`config.mk`:
```
export PLATFORM = sky130hd
export DESIGN_NAME = cpu_controller
export DESIGN_NICKNAME = d
export VERILOG_FILES = /design/src/rtl/veririsc_pkg.sv /design/src/rtl/cpu_phase_counter.sv /design/src/rtl/cpu_controller.sv
export SDC_FILE = /design/constraint.sdc
export NUM_CORES = 1
export LEC_CHECK = 0
export ABC_AREA = 1
export CORE_AREA = 3 3 40 42
export CTS_CLUSTER_SIZE = 16
export DETAILED_ROUTE_END_ITERATION = 8
export DIE_AREA = 0 0 43 45
export GPL_TIMING_DRIVEN = 1
export PLACE_DENSITY = 0.59
export SETUP_SLACK_MARGIN = 0.2
export SYNTH_ARGS = -nofsm -noshare
export SYNTH_HDL_FRONTEND = slang
export SYNTH_SLANG_ARGS = --single-unit
export TNS_END_PERCENT = 50
```
`constraint.sdc`:
```
create_clock -name clk -period 1.65 [get_ports clk]
set_input_delay 0.4125 -clock clk [delete_from_list [all_inputs] [get_ports clk]]
set_output_delay 0.4125 -clock clk [all_outputs]
set_load 0.02 [all_outputs]
```
`src/rtl/veririsc_pkg.sv`:
```
`default_nettype none
// ============================================================================
// Module      : veririsc_pkg
// Description : Shared VeriRISC opcode, phase and width definitions
// Revision    : 1.0 - initial release
// ============================================================================
package veririsc_pkg;

    localparam int OPCODE_WIDTH = 3;
    localparam int PHASE_WIDTH  = 3;

    localparam logic [OPCODE_WIDTH-1:0] OP_HLT = 3'd0;
    localparam logic [OPCODE_WIDTH-1:0] OP_SKZ = 3'd1;
    localparam logic [OPCODE_WIDTH-1:0] OP_ADD = 3'd2;
    localparam logic [OPCODE_WIDTH-1:0] OP_AND = 3'd3;
    localparam logic [OPCODE_WIDTH-1:0] OP_XOR = 3'd4;
    localparam logic [OPCODE_WIDTH-1:0] OP_LDA = 3'd5;
    localparam logic [OPCODE_WIDTH-1:0] OP_STO = 3'd6;
    localparam logic [OPCODE_WIDTH-1:0] OP_JMP = 3'd7;

    localparam logic [PHASE_WIDTH-1:0] PH_INST_ADDR  = 3'd0;
    localparam logic [PHASE_WIDTH-1:0] PH_INST_FETCH = 3'd1;
    localparam logic [PHASE_WIDTH-1:0] PH_INST_LOAD  = 3'd2;
    localparam logic [PHASE_WIDTH-1:0] PH_IDLE       = 3'd3;
    localparam logic [PHASE_WIDTH-1:0] PH_OP_ADDR    = 3'd4;
    localparam logic [PHASE_WIDTH-1:0] PH_OP_FETCH   = 3'd5;
    localparam logic [PHASE_WIDTH-1:0] PH_ALU_OP     = 3'd6;
    localparam logic [PHASE_WIDTH-1:0] PH_STORE      = 3'd7;

    // Instructions whose result comes back through the ALU into the accumulator
    function automatic logic is_aluop(input logic [OPCODE_WIDTH-1:0] op);
        return (op == OP_ADD) || (op == OP_AND) || (op == OP_XOR) || (op == OP_LDA);
    endfunction

endpackage
`default_nettype wire

```
`src/rtl/cpu_phase_counter.sv`:
```
`default_nettype none
// ============================================================================
// Module      : cpu_phase_counter
// Description : Wrapping phase counter with enable and async active-low clear
// Revision    : 1.0 - initial release
// ============================================================================
module cpu_phase_counter #(
    parameter int WIDTH = 3
) (
    input  logic             clk,
    input  logic             rst_n,
    input  logic             en_i,
    output logic [WIDTH-1:0] count_o
);

    logic [WIDTH-1:0] count_q;
    logic [WIDTH-1:0] count_d;

    always_comb begin
        count_d = count_q;
        if (en_i) begin
            count_d = count_q + 1'b1;
        end
    end

    always_ff @(posedge clk or negedge rst_n) begin
        if (!rst_n) begin
            count_q <= '0;
        end else begin
            count_q <= count_d;
        end
    end

    assign count_o = count_q;

endmodule
`default_nettype wire

```
`src/rtl/cpu_controller.sv`:
```
`default_nettype none
// ============================================================================
// Module      : cpu_controller
// Description : 8-phase VeriRISC instruction sequencer; optional single-step
//               input enabled by defining CTRL_STEP_EN
// Revision    : 1.0 - initial release
// ============================================================================
module cpu_controller #(
    parameter int OPCODE_WIDTH = veririsc_pkg::OPCODE_WIDTH,
    parameter int PHASE_WIDTH  = veririsc_pkg::PHASE_WIDTH
) (
    input  logic                    clk,
    input  logic                    rst_n,
    input  logic [OPCODE_WIDTH-1:0] opcode,
    input  logic                    zero,
`ifdef CTRL_STEP_EN
    input  logic                    step,
`endif
    output logic                    sel,
    output logic                    rd,
    output logic                    ld_ir,
    output logic                    inc_pc,
    output logic                    ld_pc,
    output logic                    halt,
    output logic                    data_e,
    output logic                    ld_ac,
    output logic                    wr,
    output logic [PHASE_WIDTH-1:0]  phase
);

    import veririsc_pkg::*;

    logic [PHASE_WIDTH-1:0] phase_q;
    logic                   halted_q;
    logic                   halted_d;
    logic                   count_en;

    // The counter must already stop on the HLT edge, hence halted_d not halted_q
`ifdef CTRL_STEP_EN
    assign count_en = ~halted_d & step;
`else
    assign count_en = ~halted_d;
`endif

    cpu_phase_counter #(
        .WIDTH   (PHASE_WIDTH)
    ) u_phase_counter (
        .clk     (clk),
        .rst_n   (rst_n),
        .en_i    (count_en),
        .count_o (phase_q)
    );

    always_ff @(posedge clk or negedge rst_n) begin
        if (!rst_n) begin
            halted_q <= 1'b0;
        end else begin
            halted_q <= halted_d;
        end
    end

    always_comb begin
        halted_d = halted_q;
        if ((phase_q == PH_OP_ADDR) && (opcode == OP_HLT)) begin
            halted_d = 1'b1;
        end
    end

    // Opcode is only consulted from OP_ADDR onward so fetch phases ignore a stale IR
    always_comb begin
        sel    = 1'b0;
        rd     = 1'b0;
        ld_ir  = 1'b0;
        inc_pc = 1'b0;
        ld_pc  = 1'b0;
        halt   = 1'b0;
        data_e = 1'b0;
        ld_ac  = 1'b0;
        wr     = 1'b0;
        if (halted_q) begin
            halt = 1'b1;
        end else begin
            case (phase_q)
                PH_INST_ADDR: begin
                    sel = 1'b1;
                end
                PH_INST_FETCH: begin
                    sel = 1'b1;
                    rd  = 1'b1;
                end
                PH_INST_LOAD, PH_IDLE: begin
                    sel   = 1'b1;
                    rd    = 1'b1;
                    ld_ir = 1'b1;
                end
                PH_OP_ADDR: begin
                    inc_pc = 1'b1;
                    halt   = (opcode == OP_HLT);
                end
                PH_OP_FETCH: begin
                    rd = is_aluop(opcode);
                end
                PH_ALU_OP: begin
                    rd     = is_aluop(opcode);
                    inc_pc = (opcode == OP_SKZ) && zero;
                    ld_pc  = (opcode == OP_JMP);
                    data_e = (opcode == OP_STO);
                end
                PH_STORE: begin
                    rd     = is_aluop(opcode);
                    inc_pc = (opcode == OP_JMP);
                    ld_pc  = (opcode == OP_JMP);
                    data_e = (opcode == OP_STO);
                    ld_ac  = is_aluop(opcode);
                    wr     = (opcode == OP_STO);
                end
                default: begin
                    sel = 1'b0;
                end
            endcase
        end
    end

    assign phase = phase_q;

endmodule
`default_nettype wire

```
### After elaboration in Yosys (flattened, before gate mapping)

Index checks and enable logic that the tools add are counted.

* output and inout bits: 12
* bits in writable memories: 0
* register bits after elaboration: 4
* memories kept: 0
* ROM bits: 0
* word-level logic and storage cells: 48
* latch bits: 0
* input bits: 6

* add/subtract/negate cells: 1
* multiplexer cells: 19
* reductions and logical operators: 12
* div/mod/pow operators: 0
* order comparisons: 0
* shift-type cells: 0
* bitwise logic cells: 0
* $mul: 0
* eq/ne operators: 14

Operator list (count)
* == test 3 bit, second input constant: 8
* 2-to-1 mux 1 bit: 17
* == test 3 x 2 -> 1 bit, second input constant: 4
* == test 3 x 1 -> 1 bit, second input constant: 2
* logical NOT 3 bit: 2
* OR reduction 3 bit: 2
* OR reduction 2 bit: 2
* OR reduction 4 bit: 1
* adder 3 x 1 -> 3 bit, second input constant: 1
* logical OR 1 bit: 3
* case mux 1 bit (3 select lines): 1
* logical AND 1 bit: 2
* case mux 1 bit (2 select lines): 1

### Logic depth before layout (Yosys ltp)

Gate-level depths: netlist (run 1).

* depth after elaboration: 6
* gate-level depth with buffers: 8

### Cells and area by module

A second synthesis (run 1) with hierarchy kept.

* cells, all modules: 53
* area total of the unflattened synthesis: 320.3 um^2

Modules (own cells, without submodules)
* cpu_controller: area each 187.7 um^2, cells each 39, times used 1, sequential area each 25.0 um^2
* cpu_phase_counter: area each 132.6 um^2, cells each 14, times used 1, sequential area each 75.1 um^2

### Worst setup path before layout (run 1)

OpenSTA, ideal clock, no wires.

* path kind: register -> output
* start point: register u_phase_counter.count_q[1], in the netlist u_phase_counter.count_o[1]
* end point: output port ld_ac
* cell stages (with the launch flop): 5
* required time: 1.237 ns
* path buffers: 0
* arrival time: 1.644 ns
* slack: -0.406 ns
* cell sequence: dfrtp_1 ha_1 ha_1 inv_1 nor4_1

* longest elaborated chain between the ends: 3

RTL lines
* from (decl): line cpu_phase_counter.sv:16 `logic [WIDTH-1:0] count_q;`
* from (signal assigned): line cpu_phase_counter.sv:30 `count_q <= count_d;`
* == test 3 bit: line cpu_controller.sv:83 `case (phase_q)`
* 2-to-1 mux 1 bit: line cpu_controller.sv:83
* 2-to-1 mux 1 bit: line cpu_controller.sv:80 `if (halted_q) begin`
* to (decl): line cpu_controller.sv:26 `output logic ld_ac,`

Every way passes these cells.

### Final worst setup path (run 1)

* start point: register u_phase_counter.count_q[0], in the netlist u_phase_counter.count_o[0]
* end point: output port sel

* longest elaborated chain between the ends: 4

RTL lines
* == test 3 x 2 -> 1 bit, or another cell as far along: line cpu_controller.sv:83
* OR reduction 4 bit (no line) *
* 2-to-1 mux 1 bit *: line cpu_controller.sv:83
* 2-to-1 mux 1 bit *: line cpu_controller.sv:80
* to (decl): line cpu_controller.sv:19 `output logic sel,`

Every way passes the cells marked *; elsewhere a longest branch is shown, timed or not.

==> impl_metrics.toml, run 1 <==
[status]
status = "finished with violations"
violations = "negative setup slack"

[worst_setup_path]
critPathLaunchType = "flip-flop"
rr_worst_depth = 8
rr_startpoint = "u_phase_counter.count_o[0]$_DFFE_PN0N_"
crit_path_end_kind = "primary output"
regToRegSetupSlack_ns = 0.33
r2r_end = "u_phase_counter.count_o[2]$_DFFE_PN0N_"
worstPathArrival_ns = 1.42
cp_max_fo = 4
critPathRequiredTime_ns = 1.24
timing_worst_setup_path_type = "reg -> out"

[sta]
drv_slew = 0
max_slew_margin_pct = 86.2
fin_ws_ns = -0.183
period_share_pct = 111
fin_crit_ns = 1.83
worstMarginPinSlew_ns = 0.208
rsz0062_at_grt = "true"
clock_skew_ns = 0.00451
setup_viol = 8
finalHoldViolCount = 0
clock.fmax_mhz = 545
hold_ws_ns = 0.383

[synth]
synthArstFlopShare_pct = 100
synth.distinct_cells = 16
synth_ff_type = "dfrtp_1"
yosys-top-cells-area = "dfrtp_1 24%, ha_1 18%, nand2_1 17%, inv_1 7.3%, nand3_1 6.1%"
synth.avg_cell_area_sq_um = 6.98
yosysWarnings = 0
synth_seq_cells = 4
synth_common_cells = "19 x nand2_1, 8 x inv_1, 6 x ha_1"
synth.most_common_cell = "nand2_1"
synthCells = 59
syn_area_sq_um = 412
ys_seq_area_share_pct = 24.3
synth_edf_count = 0
yosysTopAreaCellShare_pct = 24.3
synth_area_leader_cell = "dfrtp_1"
syn-num-nets = 71

[final_layout]
drive_gt1_share_pct = 68.0
sequential_cell_area_sq_um = 105
nets = 110
multi_input_area_sq_um = 405
area_growth_pct = 114
antenna_cells = 0
nFillCells = 115

[die]
fp.dieW_um = 43
io_pins = 18
coreArea_sq_um = 1280
initial_core_util_pct = 32.0
die-area_sq_um = 1940
die_h_um = 45
num_rows = 13

[global_routing]
grt.busiest_layer = "met2"
grt_pass1_vias = 547
grt_pass1_wl_um = 2190
grt_overflow = 0
use_met1_pct = 16.9
grt_max_degree = 7
use_met3_pct = 2.39
grt_antenna_before_repair = 0
met2_usage_pct = 27.5
track_usage_pct = 14.7

[power_and_ir_drop]
p_sw_share_pct = 21.2
seqPwrFrac_pct = 38.5
p_leak_nw = 0.424
ir_worst_vdd_mv = 0.343
p_comb_share_pct = 11.2
switchingPower_uw = 54.2
power_density_nw_per_um2 = 291
p_total_uw = 256
p_int_uw = 202
p_clk_share_pct = 50.3

[placement]
port_buffers = 17
post-dp-hpwl_um = 964
post-place-ws_ns = -0.823
place.gp.congestion = 0.720

[job]
drv_cap = 0

[cts]
cts-root-buf = "clkbuf_4"
clk_latency_ns = 0.23
cts_buffers = 3
cts.sinks = 4
postCtsHoldBufs = 0
cts_tree = "yes"
htreeDepth = 1
cts.path.max_buffers = 2
path_clk_slew_ns = 0.04

[route]
vias = 520
wl_um = 1200
drtAntennaViolNets = 0
first_pass_iters = 2
routedWlPerCell_um = 10.8
drcViolationCount = 0
viasPerCell = 4.64
drt_iter0_markers = 4

[hold_path]
min_path_type = "in -> async"
## critical path, cell delays in order (launching register included)
cell and delay, ns:
dfrtp_2 0.44, ha_4 0.19, ha_2 0.18, nor2_4 0.16
a21oi_4 0.06, buf_4 0.15
## layout by cell type, fill, tap and decap left out, types with 2 or more instances in the layout
master	synthesis	final
buf_4	0	21
nand2_1	19	14
inv_2	1	6
nand2_2	0	4
ha_2	0	4
dfrtp_2	0	4
dlygate4sd2_1	0	4
buf_6	0	4
nor2_4	1	3
nor3_2	0	3
nor2_1	4	3
nand3_1	5	3
clkbuf_4	0	3
inv_1	8	2
nand2_4	1	2
nand3_2	0	2
a21oi_4	0	2
ha_4	0	2
clkdlybuf4s50_1	0	2
buf_2	0	2
## power by group through the flow
stage          Sequential [mW]  Clock, mW  Combinational, mW
6_report                0.0986      0.129             0.0286
5_1_grt                 0.0984      0.140             0.0308
4_1_cts                 0.0985      0.135             0.0288
3_5_place_dp            0.0998          0             0.0285
3_3_place_gp            0.0998          0             0.0281
2_1_floorplan           0.0999          0             0.0108
## how the worst max path moves through the flow
stage                                                 startpoint  endpoint  slack (ns)
after floorplan           u_phase_counter.count_o[1]$_DFFE_PN0N_        rd         0.1
after global placement                                 opcode[1]        rd       -0.81
after detailed placement                               opcode[2]        wr       -0.82
after CTS                 u_phase_counter.count_o[0]$_DFFE_PN0N_       sel       -0.19
after global routing      u_phase_counter.count_o[0]$_DFFE_PN0N_     ld_ac       -0.27
final                     u_phase_counter.count_o[0]$_DFFE_PN0N_       sel       -0.18
## per-stage QoR
step | TNS [ns] | cell area (sq um) | utilization (%) | std cells
after floorplan | 0 | 508 | - | 59
after global placement | -5.67 | 787 | 61.2 | 103
after detailed placement | -5.74 | 787 | 61.2 | 103
after CTS | -1.09 | 855 | 66.5 | 110
after global routing | -1.79 | 880 | 68.5 | 112
final | -1.01 | 880 | 68.5 | 112
## registers in the layout, summed over array words and instances (netlist names)
name	flops
u_phase_counter.count_o	3
halted_q	1
## repair_timing
action	CTS	global route
cloned	0	0
gates resized for setup	76	3
pin swaps	7	2
endpoints found under the setup margin	12	12
buffers inserted	3	2
## kinds of logic (layout without fill, tap and decap cells)
family | count (synthesis) | in the layout | share of synthesized area (%)
AO/OA/AOI/OAI | 2 | 2 | 2.43
adder cells (fa/ha/maj) | 6 | 6 | 18.2
AND/OR/NAND/NOR | 38 | 38 | 46.8
buffers and inverters | 9 | 47 | 8.21
flip-flops | 4 | 4 | 24.3
## area by class of cell
cell class / instances / area share, %
Sequential cell: 4 / 11.9
Multi-Input combinational cell: 46 / 46.1
Inverter: 9 / 4.13
Tap cell: 15 / 2.13
Timing Repair Buffer: 34 / 32.7
Clock buffer: 4 / 2.99
## metal layers
metal | up-vias | routed length (um)
met5 | - | 0
met4 | 0 | 0
met3 | 0 | 29
met2 | 7 | 703
met1 | 247 | 471
li1 | 266 | -
Power figures use the tool's default switching activity.
==> run 2: changes to the inputs <==
--- a/config.mk
+++ b/config.mk
@@ -12,6 +12,7 @@
 export DIE_AREA = 0 0 43 45
 export GPL_TIMING_DRIVEN = 1
 export PLACE_DENSITY = 0.59
+export REMOVE_ABC_BUFFERS = 1
 export SETUP_SLACK_MARGIN = 0.2
 export SYNTH_ARGS = -nofsm -noshare
 export SYNTH_HDL_FRONTEND = slang
==> constraint.sdc (replaced) <==
create_clock -name clk -period 1.65 [get_ports clk]
set_input_delay 0.2475 -clock clk [delete_from_list [all_inputs] [get_ports clk]]
set_output_delay 0.2475 -clock clk [all_outputs]
set_load 0.02 [all_outputs]
==> impl_metrics.toml, run 2 (synthesis results as in run 1) <==
[global_routing]
grt_max_degree = 9
grt_pass1_wl_um = 1820
track_usage_pct = 12.3
grt_overflow = 0
grt_antenna_before_repair = 0
grt_pass1_vias = 472

[power_and_ir_drop]
power_density_nw_per_um2 = 289
p_total_uw = 245
p_leak_nw = 0.409
ir_worst_vdd_mv = 0.307

[final_layout]
area_growth_pct = 105
final_common_cell = "buf_4"
layoutNonFillerInstCount = 109
largest_register_ffs = 3
nets = 108
multi_input_area_sq_um = 390
antenna_cells = 0
drive_gt1_share_pct = 61.7
mostFrequentLayoutCells = "20 x buf_4, 16 x nand2_1"
sequential_cell_area_sq_um = 105
postLayoutCoreUtil_pct = 65.8
nFillCells = 116

[sta]
drv_slew = 0
worstMarginPinSlew_ns = 0.209
setup_viol = 5
clock_skew_ns = 0.00292
clock.fmax_mhz = 589
setup_tns_ns = -0.156
finalHoldViolCount = 0
max_slew_margin_pct = 86.1
period_share_pct = 103
rsz0062_at_grt = "true"
fin_crit_ns = 1.70
fin_ws_ns = -0.0480

[cts]
postCtsHoldBufs = 0
clk_latency_ns = 0.23
cts-root-buf = "clkbuf_4"
htreeDepth = 1
cts_tree = "yes"
path_clk_slew_ns = 0.04
cts.sinks = 4
cts.path.max_buffers = 2
cts_buffers = 3

[placement]
post-dp-hpwl_um = 852
place.gp.congestion = 0.752
port_buffers = 17
place_inst = 104

[worst_setup_path]
critPathRequiredTime_ns = 1.40
critPathLaunchType = "flip-flop"
worstPathArrival_ns = 1.45
cp_max_fo = 4
crit_path_end_kind = "primary output"
timing_worst_setup_path_type = "reg -> out"

[route]
drt_iter0_markers = 4
drtAntennaViolNets = 0
wl_um = 1190
vias = 508
viasPerCell = 4.66
first_pass_iters = 3
drcViolationCount = 0
routedWlPerCell_um = 11.0

[die]
fp.dieW_um = 43
die-area_sq_um = 1940
die_h_um = 45
num_rows = 13
initial_core_util_pct = 32.0
coreArea_sq_um = 1280
io_pins = 18

[status]
status = "finished with violations"
violations = "negative setup slack"

[hold_path]
min_path_type = "in -> async"

[job]
drv_cap = 0
## run 2: path summary, 6_finish.rpt
check                      cells after the start                                      to  slack [ns]                                    from
setup / recovery                               6                                      rd       -0.05  u_phase_counter.count_o[1]$_DFFE_PN0N_
hold / removal                                 1                      halted_q$_DFF_PN0_        0.21                                   rst_n
setup reg to reg                               8  u_phase_counter.count_o[2]$_DFFE_PN0N_        0.38  u_phase_counter.count_o[0]$_DFFE_PN0N_
hold reg to reg                                2  u_phase_counter.count_o[2]$_DFFE_PN0N_        0.61  u_phase_counter.count_o[2]$_DFFE_PN0N_
max in group asynchronous                      1  u_phase_counter.count_o[0]$_DFFE_PN0N_        1.26                                   rst_n
min in group clk                               5                      halted_q$_DFF_PN0_        0.58                               opcode[2]
## run 2: final cells by class
cell class / count / area share (%)
flip-flops and latches: 4 / 12.4
well taps: 15 / 2.22
repair buffers: 32 / 32.2
inverters: 9 / 4.29
clock buffers: 3 / 2.66
multi-input cells: 46 / 46.2
## run 2: routing by layer
| metal | global-route usage, % | part of all wire (%) | routed length (um) | vias up |
|---|---|---|---|---|
| met1 | 14.6 | 41 | 491 | 238 |
| met2 | 22.5 | 55 | 652 | 10 |
| met5 | 0 | 0 | 0 | - |
| li1 | - | - | - | 260 |
| met4 | 7.23 | 0 | 0 | 0 |
| met3 | 0 | 4.1 | 49 | 0 |
## run 2: what timing repair did
action	CTS	global route
endpoints found under the setup margin	12	11
resized for setup	59	33
pin swaps	4	5
setup buffers	1	1
## run 2: critical path, stage by stage (launching register included)
cell	delay, ns
dfrtp_2	0.44
ha_4	0.19
buf_6	0.11
ha_4	0.15
nor2_4	0.12
a21oi_2	0.06
buf_4	0.15
## run 2: metrics by stage
step / hold slack (ns) / setup slack (ns) / instance area, sq um
5_1_grt: 0.215 / -0.140 / 846
3_3_place_gp: 0.460 / -0.366 / 698
6_report: 0.212 / -0.0480 / 846
2_1_floorplan: -0.0481 / -0.241 / 412
3_5_place_dp: 0.463 / -0.384 / 698
4_1_cts: 0.209 / -0.0556 / 737
## run 2: power breakdown
group,switching [mW],internal (mW)
registers,0,0.0986
logic,0.0148,0.0128
clock network,0.0371,0.0811
==> run 3: changes to the inputs <==
--- a/config.mk
+++ b/config.mk
@@ -11,6 +11,7 @@
 export DETAILED_ROUTE_END_ITERATION = 8
 export DIE_AREA = 0 0 43 45
 export GPL_TIMING_DRIVEN = 1
+export MAX_ROUTING_LAYER = met4
 export PLACE_DENSITY = 0.59
 export REMOVE_ABC_BUFFERS = 1
 export SETUP_SLACK_MARGIN = 0.2
==> results of run 3 <==
The final DEF is identical to that of run 2; final timing and power are the same.
Among the figures that moved: final weighted congestion in routability-driven placement 0.752 -> 0.761; overall routing resource usage 12.3% -> 12.6%
